## src/rtl/clint_timer.sv

```systemverilog
// clint_timer: RISC-V style core-local timer (mtime / mtimecmp / msip).
//
// Register window (word offsets, addr_i[1:0] ignored):
//   0x00 mtime[31:0]      (load also snapshots mtime[63:32] into a shadow)
//   0x04 mtime[63:32]     (load returns the shadow, not the live value)
//   0x08 mtimecmp[31:0]
//   0x0C mtimecmp[63:32]
//   0x10 msip             (bit 0 only, upper bits read 0)
//   0x14 prescale         (tick divider, only with CLINT_PRESCALE_EN)
//   0x18, 0x1C            reserved: read 0, stores ignored
//
// Optional feature macro: CLINT_PRESCALE_EN
//   defined   -> mtime advances once every prescale+1 clocks, prescale is
//                a read/write register reset to PRESCALE_RESET.
//   undefined -> mtime advances every clock, offset 0x14 reads 0 and
//                stores to it are ignored; no divider hardware is built.
//
// Access protocol: req_i marks a single-cycle access and is always accepted
// (there is no ready; one access per cycle, never stalled). A store
// (req_i && we_i) takes effect on the same rising edge. A load
// (req_i && !we_i) is answered with rdata_o and a one-cycle rvalid_o pulse
// on the following cycle; rdata_o holds its previous value otherwise.

module clint_timer #(
    parameter logic [31:0] PRESCALE_RESET = 32'd99,
    parameter logic [63:0] MTIMECMP_RESET = 64'hFFFF_FFFF_FFFF_FFFF
) (
    input  logic        clk,
    input  logic        rst_n,
    input  logic        req_i,
    input  logic        we_i,
    input  logic [4:0]  addr_i,
    input  logic [31:0] wdata_i,
    output logic [31:0] rdata_o,
    output logic        rvalid_o,
    output logic        mtip_o,
    output logic        msip_o
);

    // Word index of each register inside the window (addr_i[4:2]).
    localparam logic [2:0] W_MTIME_LO = 3'd0;
    localparam logic [2:0] W_MTIME_HI = 3'd1;
    localparam logic [2:0] W_CMP_LO   = 3'd2;
    localparam logic [2:0] W_CMP_HI   = 3'd3;
    localparam logic [2:0] W_MSIP     = 3'd4;
    localparam logic [2:0] W_PRESCALE = 3'd5;

    // ------------------------------------------------------------------
    // Access decode
    // ------------------------------------------------------------------
    logic       wr_en;
    logic       rd_en;
    logic [2:0] word_sel;

    logic wr_mtime_lo;
    logic wr_mtime_hi;
    logic wr_cmp_lo;
    logic wr_cmp_hi;
    logic wr_msip;
    logic wr_prescale;

    // Byte lanes inside a word are not addressable; the low bits are dropped.
    logic unused_addr_bits;
    assign unused_addr_bits = ^addr_i[1:0];

    // Split the strobe into load/store and one-hot store selects.
    always_comb begin
        wr_en       = req_i & we_i;
        rd_en       = req_i & ~we_i;
        word_sel    = addr_i[4:2];
        wr_mtime_lo = wr_en && (word_sel == W_MTIME_LO);
        wr_mtime_hi = wr_en && (word_sel == W_MTIME_HI);
        wr_cmp_lo   = wr_en && (word_sel == W_CMP_LO);
        wr_cmp_hi   = wr_en && (word_sel == W_CMP_HI);
        wr_msip     = wr_en && (word_sel == W_MSIP);
        wr_prescale = wr_en && (word_sel == W_PRESCALE);
    end

    // ------------------------------------------------------------------
    // Tick generation
    // ------------------------------------------------------------------
    logic        tick;
    logic [31:0] prescale_rd;

`ifdef CLINT_PRESCALE_EN
    logic [31:0] prescale_q;
    logic [31:0] prescale_d;
    logic [31:0] pcnt_q;
    logic [31:0] pcnt_d;
    logic        unused_wr_prescale;

    assign unused_wr_prescale = 1'b0;

    // Divider: count 0..prescale, tick on the terminal count and wrap.
    // Rewriting prescale restarts the count so a new period starts cleanly.
    always_comb begin
        tick       = (pcnt_q == prescale_q);
        prescale_d = prescale_q;
        pcnt_d     = tick ? 32'd0 : (pcnt_q + 32'd1);
        if (wr_prescale) begin
            prescale_d = wdata_i;
            pcnt_d     = 32'd0;
        end
        prescale_rd = prescale_q;
    end

    // Divider state.
    always_ff @(posedge clk or negedge rst_n) begin
        if (!rst_n) begin
            prescale_q <= PRESCALE_RESET;
            pcnt_q     <= 32'd0;
        end else begin
            prescale_q <= prescale_d;
            pcnt_q     <= pcnt_d;
        end
    end
`else
    // Without the divider the reset value and the store select have no use.
    logic unused_prescale;
    assign unused_prescale = (^PRESCALE_RESET) ^ wr_prescale;

    // mtime advances on every clock; prescale reads as zero.
    always_comb begin
        tick        = 1'b1;
        prescale_rd = 32'd0;
    end
`endif

    // ------------------------------------------------------------------
    // mtime
    // ------------------------------------------------------------------
    logic [63:0] mtime_q;
    logic [63:0] mtime_d;

    // Software stores win over the tick; a tick on the same edge is lost.
    // The increment wraps naturally from all-ones to zero.
    always_comb begin
        mtime_d = mtime_q;
        if (wr_mtime_lo) begin
            mtime_d = {mtime_q[63:32], wdata_i};
        end else if (wr_mtime_hi) begin
            mtime_d = {wdata_i, mtime_q[31:0]};
        end else if (tick) begin
            mtime_d = mtime_q + 64'd1;
        end
    end

    // ------------------------------------------------------------------
    // mtimecmp and msip
    // ------------------------------------------------------------------
    logic [63:0] mtimecmp_q;
    logic [63:0] mtimecmp_d;
    logic        msip_q;
    logic        msip_d;

    // Half-word updates of the compare value and the software interrupt bit.
    always_comb begin
        mtimecmp_d = mtimecmp_q;
        msip_d     = msip_q;
        if (wr_cmp_lo) begin
            mtimecmp_d[31:0] = wdata_i;
        end
        if (wr_cmp_hi) begin
            mtimecmp_d[63:32] = wdata_i;
        end
        if (wr_msip) begin
            msip_d = wdata_i[0];
        end
    end

    // ------------------------------------------------------------------
    // Load path, hi-word shadow and timer interrupt
    // ------------------------------------------------------------------
    logic [31:0] rd_word;
    logic [31:0] rdata_q;
    logic [31:0] rdata_d;
    logic        rvalid_q;
    logic        rvalid_d;
    logic [31:0] shadow_q;
    logic [31:0] shadow_d;
    logic        mtip_q;
    logic        mtip_d;

    // Read mux. Loading mtime lo captures the matching hi word so software
    // reading lo then hi sees one consistent 64-bit sample even if lo
    // carries into hi between the two loads.
    always_comb begin
        rd_word = 32'd0;
        case (word_sel)
            W_MTIME_LO: rd_word = mtime_q[31:0];
            W_MTIME_HI: rd_word = shadow_q;
            W_CMP_LO:   rd_word = mtimecmp_q[31:0];
            W_CMP_HI:   rd_word = mtimecmp_q[63:32];
            W_MSIP:     rd_word = {31'd0, msip_q};
            W_PRESCALE: rd_word = prescale_rd;
            default:    rd_word = 32'd0;
        endcase

        rdata_d  = rd_en ? rd_word : rdata_q;
        rvalid_d = rd_en;
        shadow_d = (rd_en && (word_sel == W_MTIME_LO)) ? mtime_q[63:32] : shadow_q;

        // Unsigned 64-bit compare, registered: one cycle behind mtime/mtimecmp.
        mtip_d = (mtime_q >= mtimecmp_q);
    end

    // All timer, register and response state.
    always_ff @(posedge clk or negedge rst_n) begin
        if (!rst_n) begin
            mtime_q    <= 64'd0;
            mtimecmp_q <= MTIMECMP_RESET;
            msip_q     <= 1'b0;
            shadow_q   <= 32'd0;
            rdata_q    <= 32'd0;
            rvalid_q   <= 1'b0;
            mtip_q     <= 1'b0;
        end else begin
            mtime_q    <= mtime_d;
            mtimecmp_q <= mtimecmp_d;
            msip_q     <= msip_d;
            shadow_q   <= shadow_d;
            rdata_q    <= rdata_d;
            rvalid_q   <= rvalid_d;
            mtip_q     <= mtip_d;
        end
    end

    assign rdata_o  = rdata_q;
    assign rvalid_o = rvalid_q;
    assign mtip_o   = mtip_q;
    assign msip_o   = msip_q;

endmodule

```

## config.mk

```make
export PLATFORM = sky130hd
export DESIGN_NAME = clint_timer
export DESIGN_NICKNAME = d
export VERILOG_FILES = /design/src/rtl/clint_timer.sv
export SDC_FILE = /design/constraint.sdc
export NUM_CORES = 1
export LEC_CHECK = 0
export BUFFER_PORTS_ARGS = -buffer_cell sky130_fd_sc_hd__buf_2
export CORE_ASPECT_RATIO = 0.75
export CORE_MARGIN = 1.5
export CORE_UTILIZATION = 50
export CTS_CLUSTER_SIZE = 10
export DETAILED_ROUTE_END_ITERATION = 10
export PLACE_DENSITY = 0.78
export SLEW_MARGIN = 20
export SYNTH_ARGS = -nofsm -noshare
export SYNTH_HDL_FRONTEND = slang
export SYNTH_SLANG_ARGS = --single-unit
```

## constraint.sdc

```tcl
create_clock -name clk -period 3.1 [get_ports clk]
set_clock_uncertainty 0.1 [all_clocks]
set_input_delay 0.62 -clock clk [delete_from_list [all_inputs] [get_ports clk]]
set_output_delay 0.62 -clock clk [all_outputs]
set_load 0.01 [all_outputs]
```

# [After elaboration in Yosys (flattened, before gate mapping)]
# Cells that the tools add are included.
# W data, S select, Z words.
[word_totals] input_bits=41 word_cells=29 out_inout_bits=35 reg_bits=195
[op_classes] mux=3 n_eq_ne=5 bitwise_logic=3 addsub=1 magnitude_cmp=1 n_reduce_logical=7
[op_table] operator="$pmux W32 S5" n=1
[op_table] operator="$add A64 B1 Y64 const B" n=1
[op_table] operator="$ge A64 B64 Y1" n=1
[op_table] operator="$mux W64" n=1
[op_table] operator="$mux W32" n=1
[op_table] operator="$eq A3 B2 Y1 const B" n=2
[op_table] operator="$logic_and A1 B1 Y1" n=6
[op_table] operator="$eq A3 B1 Y1 const B" n=1
[op_table] operator="$eq A3 B3 Y1 const B" n=1
[op_table] operator="$logic_not A3 Y1" n=1
[op_table] operator="$and A1 B1 Y1" n=2
[op_table] operator="$ne A2 B2 Y1 const B" n=1
[op_table] operator="$not A1 Y1" n=1

# [Logic depth before layout (Yosys ltp)]
[depth] depth_word=4 ltp_mapped=10 depth_no_buf=8

# [Worst setup path before layout]
# No wires, ideal clock.
[synth_timing] kind="input-to-reg" startpoint="in addr_i[2]" endpoint="reg mtime_q[25]" path_buffers=3 t_arrival_ps=2233 path_slack_ps=641 cell_stages=8 required_time_ps=2874 setup_ps=126 path_cell_list="clkbuf_1 -> nor2b_1 -> nor2b_1 -> nor2b_1 -> buf_2 -> nor2_1 -> clkbuf_1 -> a221o_1"
[synth_between] elab_chain_cells=3 word_cells_on_any_way=6 classes_between="2 x eq/ne; 1 x mux; 3 x reduce/logical"
[synth_lines] item="start: declaration" line_no="32" source="input logic [4:0] addr_i,"
[synth_lines] item="$eq A3 B1 Y1 / $logic_not A3 Y1 (equally long branches)" line_no="72, 71"
[synth_lines] item="$logic_and A1 B1 Y1, on equally long branches" line_no="72, 71"
[synth_lines] item="$ne A2 B2 Y1 (no source line) / $mux W32 (equally long branches)"
[synth_lines] item="end signal: assignment" line_no="218" source="mtime_q <= mtime_d;"
[synth_lines] item="end: declaration" line_no="132" source="logic [63:0] mtime_q;"
# Parallel ways exist; a longest one is shown, timed or not.
# A chain may end at the register's enable or synchronous reset.

# [Final worst setup path]
[layout_timing] startpoint="reg mtimecmp_q[15]" endpoint="reg mtip_q (netlist: mtip_o)"
[layout_between] elab_chain_cells=1
[layout_lines] item="start: declaration" line_no="151" source="logic [63:0] mtimecmp_q;"
[layout_lines] item="start signal: assignment" line_no="219" source="mtimecmp_q <= mtimecmp_d;"
[layout_lines] item="$ge A64 B64 Y1" line_no="204" source="mtip_d = (mtime_q >= mtimecmp_q);"
[layout_lines] item="named net mtip_d" line_no="182" source="logic mtip_d;"
[layout_lines] item="end signal: assignment" line_no="224" source="mtip_q <= mtip_d;"
[layout_lines] item="end: declaration" line_no="181" source="logic mtip_q;"
# The timed path passes the listed nets, and every way through them passes these cells.

==> impl_metrics.yaml <==
clocking:
  cts_inserted_buffers: 17
  cts_tree: "yes"
  postCtsResizedCells: 0
  cts.sink_count: 195
  root_buffer: "clkbuf_16"
  clk_pin_slew_ns: 0.07
  cts_max_path_buffers: 2
  clk_latency_ns: 0.45
  hold_buffers: 0
  h-tree-depth: 4
  post-cts-setup-buffer-count: 0
critical_path:
  path_class: "flop to flop"
  worstRegToRegCells: 7
  path_max_fanout: 3
  cp_num_buf_inv: 1
  reg2reg_to: "mtip_o"
  crit_family: "compound AO/OA/AOI/OAI gates"
  rrSetupSlack_ns: 0.15
  max_stage_delay_ns: 0.59
  crit_slowest_cell: "a2111oi_0"
  worstReg2RegStart: "mtimecmp_q[15]"
  cp.arrival_ns: 3.12
  worstPathCellList: "inv_1 > ha_1 > a21oi_1 > nor4b_1 > o21ai_0 > a2111oi_0 > o211ai_1"
  critical_path.startpoint_type: "flop"
  startpoint: "mtimecmp_q[15]"
  crit_required_ns: 3.26
  end_kind: "flop"
final_layout:
  antenna_cells: 0
  fin_util: 0.5851
  finalNonFillerCells: 1554
  nNetsFinal: 1359
  drive_gt1_frac: 0.2077
  area_growth_syn_to_layout_pct: 13.04
  fillCellCount: 1835
synth:
  synth-async-reset-ratio: 1.000
  syn_area_per_cell_um2: 9.258
  synth_fp_nets: 1303
  synth_compound_area_frac: 0.2142
  yosys.area_share.simple: 0.1577
  synth_edf_count: 0
  yosysSeqAreaShare: 0.4476
  synth_top_family_by_area: "compound AO/OA/AOI/OAI gates"
  synthMuxAreaShare: 0.03557
  yosys.area.top_type: "dfrtp_1"
  yosys_warnings: 0
  synth_top_area_share: 0.2958
  netlist_area_mm2: 0.01108
  synth_xor_area_frac: 0.01818
  synth_fa_ha_area_frac: 0.07339
  synth_cells: 1197
  synth_cell_types: 63
  synthTopCellsByArea: "dfrtp_1, dfstp_2, o21ai_0"
  ys_ff_latch: 195
  synth_ff_type: "dfrtp_1"
sta:
  rsz0062_at_grt: "no"
  hold_violations: 0
  slew_violations: 0
  clock.fmax_mhz: 338.6
  setup_viol: 0
  period_needed_ns: 2.953
  fin_crit_sh: 0.9526
  tightest_slew_ns: 0.6879
  finalSetupTns_ns: 0
  holdWs_ns: 0.01712
  relSlewSlack: 0.5379
power:
  switching_power_w: 0.002878
  power.density_mw_per_mm2: 667.9
  intPower_w: 0.005489
  p_clk_frac: 0.274
  power_w: 0.008367
  p_sw_frac: 0.3440
  power.leakage_nw: 5.280
  combPwrFrac: 0.260
  ir_drop_mv: 0.3940
  p_seq_frac: 0.466
floorplan:
  start_util: 0.5176
  rows: 46
  core_mm2: 0.02141
  die_area_mm2: 0.02308
  io_pins: 76
  die_x_um: 174.9
  dieHeight_um: 131.9
grt:
  grt_max_degree: 65
  grt_pass1_wl_um: 52220
  overflow: 0
  first_global_vias: 9408
  gr-usage-met1: 0.4298
  grt_use_met2: 0.4127
  grt_use_total: 0.2874
  met3_usage: 0.06373
  grt_busiest_layer: "met1"
  antenna_found_initial: 0
placed_design:
  dp.cells: 1522
  portBuffers: 73
  place.gp.congestion: 0.9349
  hpwl_um: 22530
drt:
  drc: 0
  viasPerCell: 6.406
  ant_nets: 0
  wirelength_um: 32420
  vias: 9955
  drt_iter0_drc: 1403
  drt-pass1-iter-count: 5
  routedWlPerCell_um: 20.86
hold_path:
  min_path_type: "input pin to async pin"
run_status:
  outcome: "finished, final reports clean"
run:
  drv_cap: 0
[registers in the layout (all words and copies together), names as in the netlist]
signal / flops
mtip_o: 1
rdata_o: 32
mtime_q: 64
mtimecmp_q: 64
rvalid_o: 1
msip_o: 1
shadow_q: 32
[synthesized netlist by cell type, types with 3 or more instances]
| cell type | number |
|---|---|
| o211ai_1 | 12 |
| xnor2_1 | 19 |
| clkbuf_1 | 62 |
| inv_1 | 76 |
| nand4_1 | 37 |
| nor3_1 | 26 |
| a41oi_1 | 4 |
| a22oi_1 | 25 |
| and3_1 | 8 |
| nor2_1 | 26 |
| o31a_1 | 3 |
| mux2_2 | 35 |
| nor2b_1 | 5 |
| buf_1 | 10 |
| nor4_1 | 11 |
| nor3b_1 | 4 |
| o311ai_0 | 7 |
| a21o_1 | 11 |
| nand3_1 | 31 |
| ha_1 | 65 |
| a221o_1 | 6 |
| xor2_1 | 4 |
| and4_1 | 11 |
| nand2_1 | 171 |
| o21ai_0 | 163 |
| a21oi_1 | 43 |
| and2_1 | 11 |
| a221oi_1 | 32 |
| dfrtp_1 | 131 |
| dfstp_2 | 64 |
| a31oi_1 | 10 |
| o22ai_1 | 7 |
| a22o_1 | 31 |
[layout by cell type (no fill, tap or decap), types with 10 or more instances in the layout]
master     count
a22o_1        31
o21ai_0      163
a21o_1        11
mux2_2        35
nor2_1        25
xnor2_1       19
a221oi_1      32
nand3_1       31
clkbuf_16     17
nor4_1        11
buf_4         36
a31oi_1       10
nand2_1      171
and4_1        11
o211ai_1      12
a21oi_1       43
a22oi_1       25
ha_1          65
dfrtp_1      131
and2_1        11
nor3_1        24
nand4_1       37
dfstp_2       64
inv_1         76
buf_2         72
[logic make-up after synthesis]
| family | count (synthesis) |
|---|---|
| AOI/OAI and AO/OA | 370 |
| and+or+nand+nor | 356 |
| DFF | 195 |
| buffers and inverters | 153 |
| adders and majority gates | 65 |
| muxes | 35 |
| xor gates and xnor gates | 23 |
[power groups by stage]
| stage | logic, W | registers [W] | clock network (W) |
|---|---|---|---|
| floorplan | 0.00143 | 0.00376 | 0 |
| global placement | 0.00204 | 0.00388 | 0 |
| detailed placement | 0.00213 | 0.00391 | 0 |
| CTS | 0.00216 | 0.00388 | 0.00230 |
| global route | 0.00244 | 0.00398 | 0.00242 |
| finish | 0.00218 | 0.00390 | 0.00229 |
[worst max path at each step]
stage             endpoint  cells past startpoint
6_report            mtip_o                      7
3_3_place_gp        mtip_o                      8
3_5_place_dp        mtip_o                      8
2_1_floorplan  mtime_q[25]                      8
4_1_cts             mtip_o                      8
5_1_grt             mtip_o                      7
[through the flow]
step	setup WS (ns)	cell area [um2]
after global placement	0.4475	11930
final	0.1468	12530
after global routing	0.07813	12530
after floorplan	0.6406	11080
after detailed placement	0.2582	11930
after CTS	0.2274	12530
[area by class of cell]
type	instances	area (um2)	area share
clock buffer	20	456.7	0.03646
clock inverter	12	143.9	0.01149
tap	288	360.3	0.02877
multi-input combinational	849	5577	0.4452
inverter	76	285.3	0.02277
timing repair buffer	114	744.5	0.05943
sequential	195	4960	0.3959
[routing by layer]
metal	routed length [um]	share of wire
met5	0	0
met2	13910	0.43
met4	724	0.022
met1	14710	0.45
met3	3079	0.095
Power figures use the tool's default switching activity.
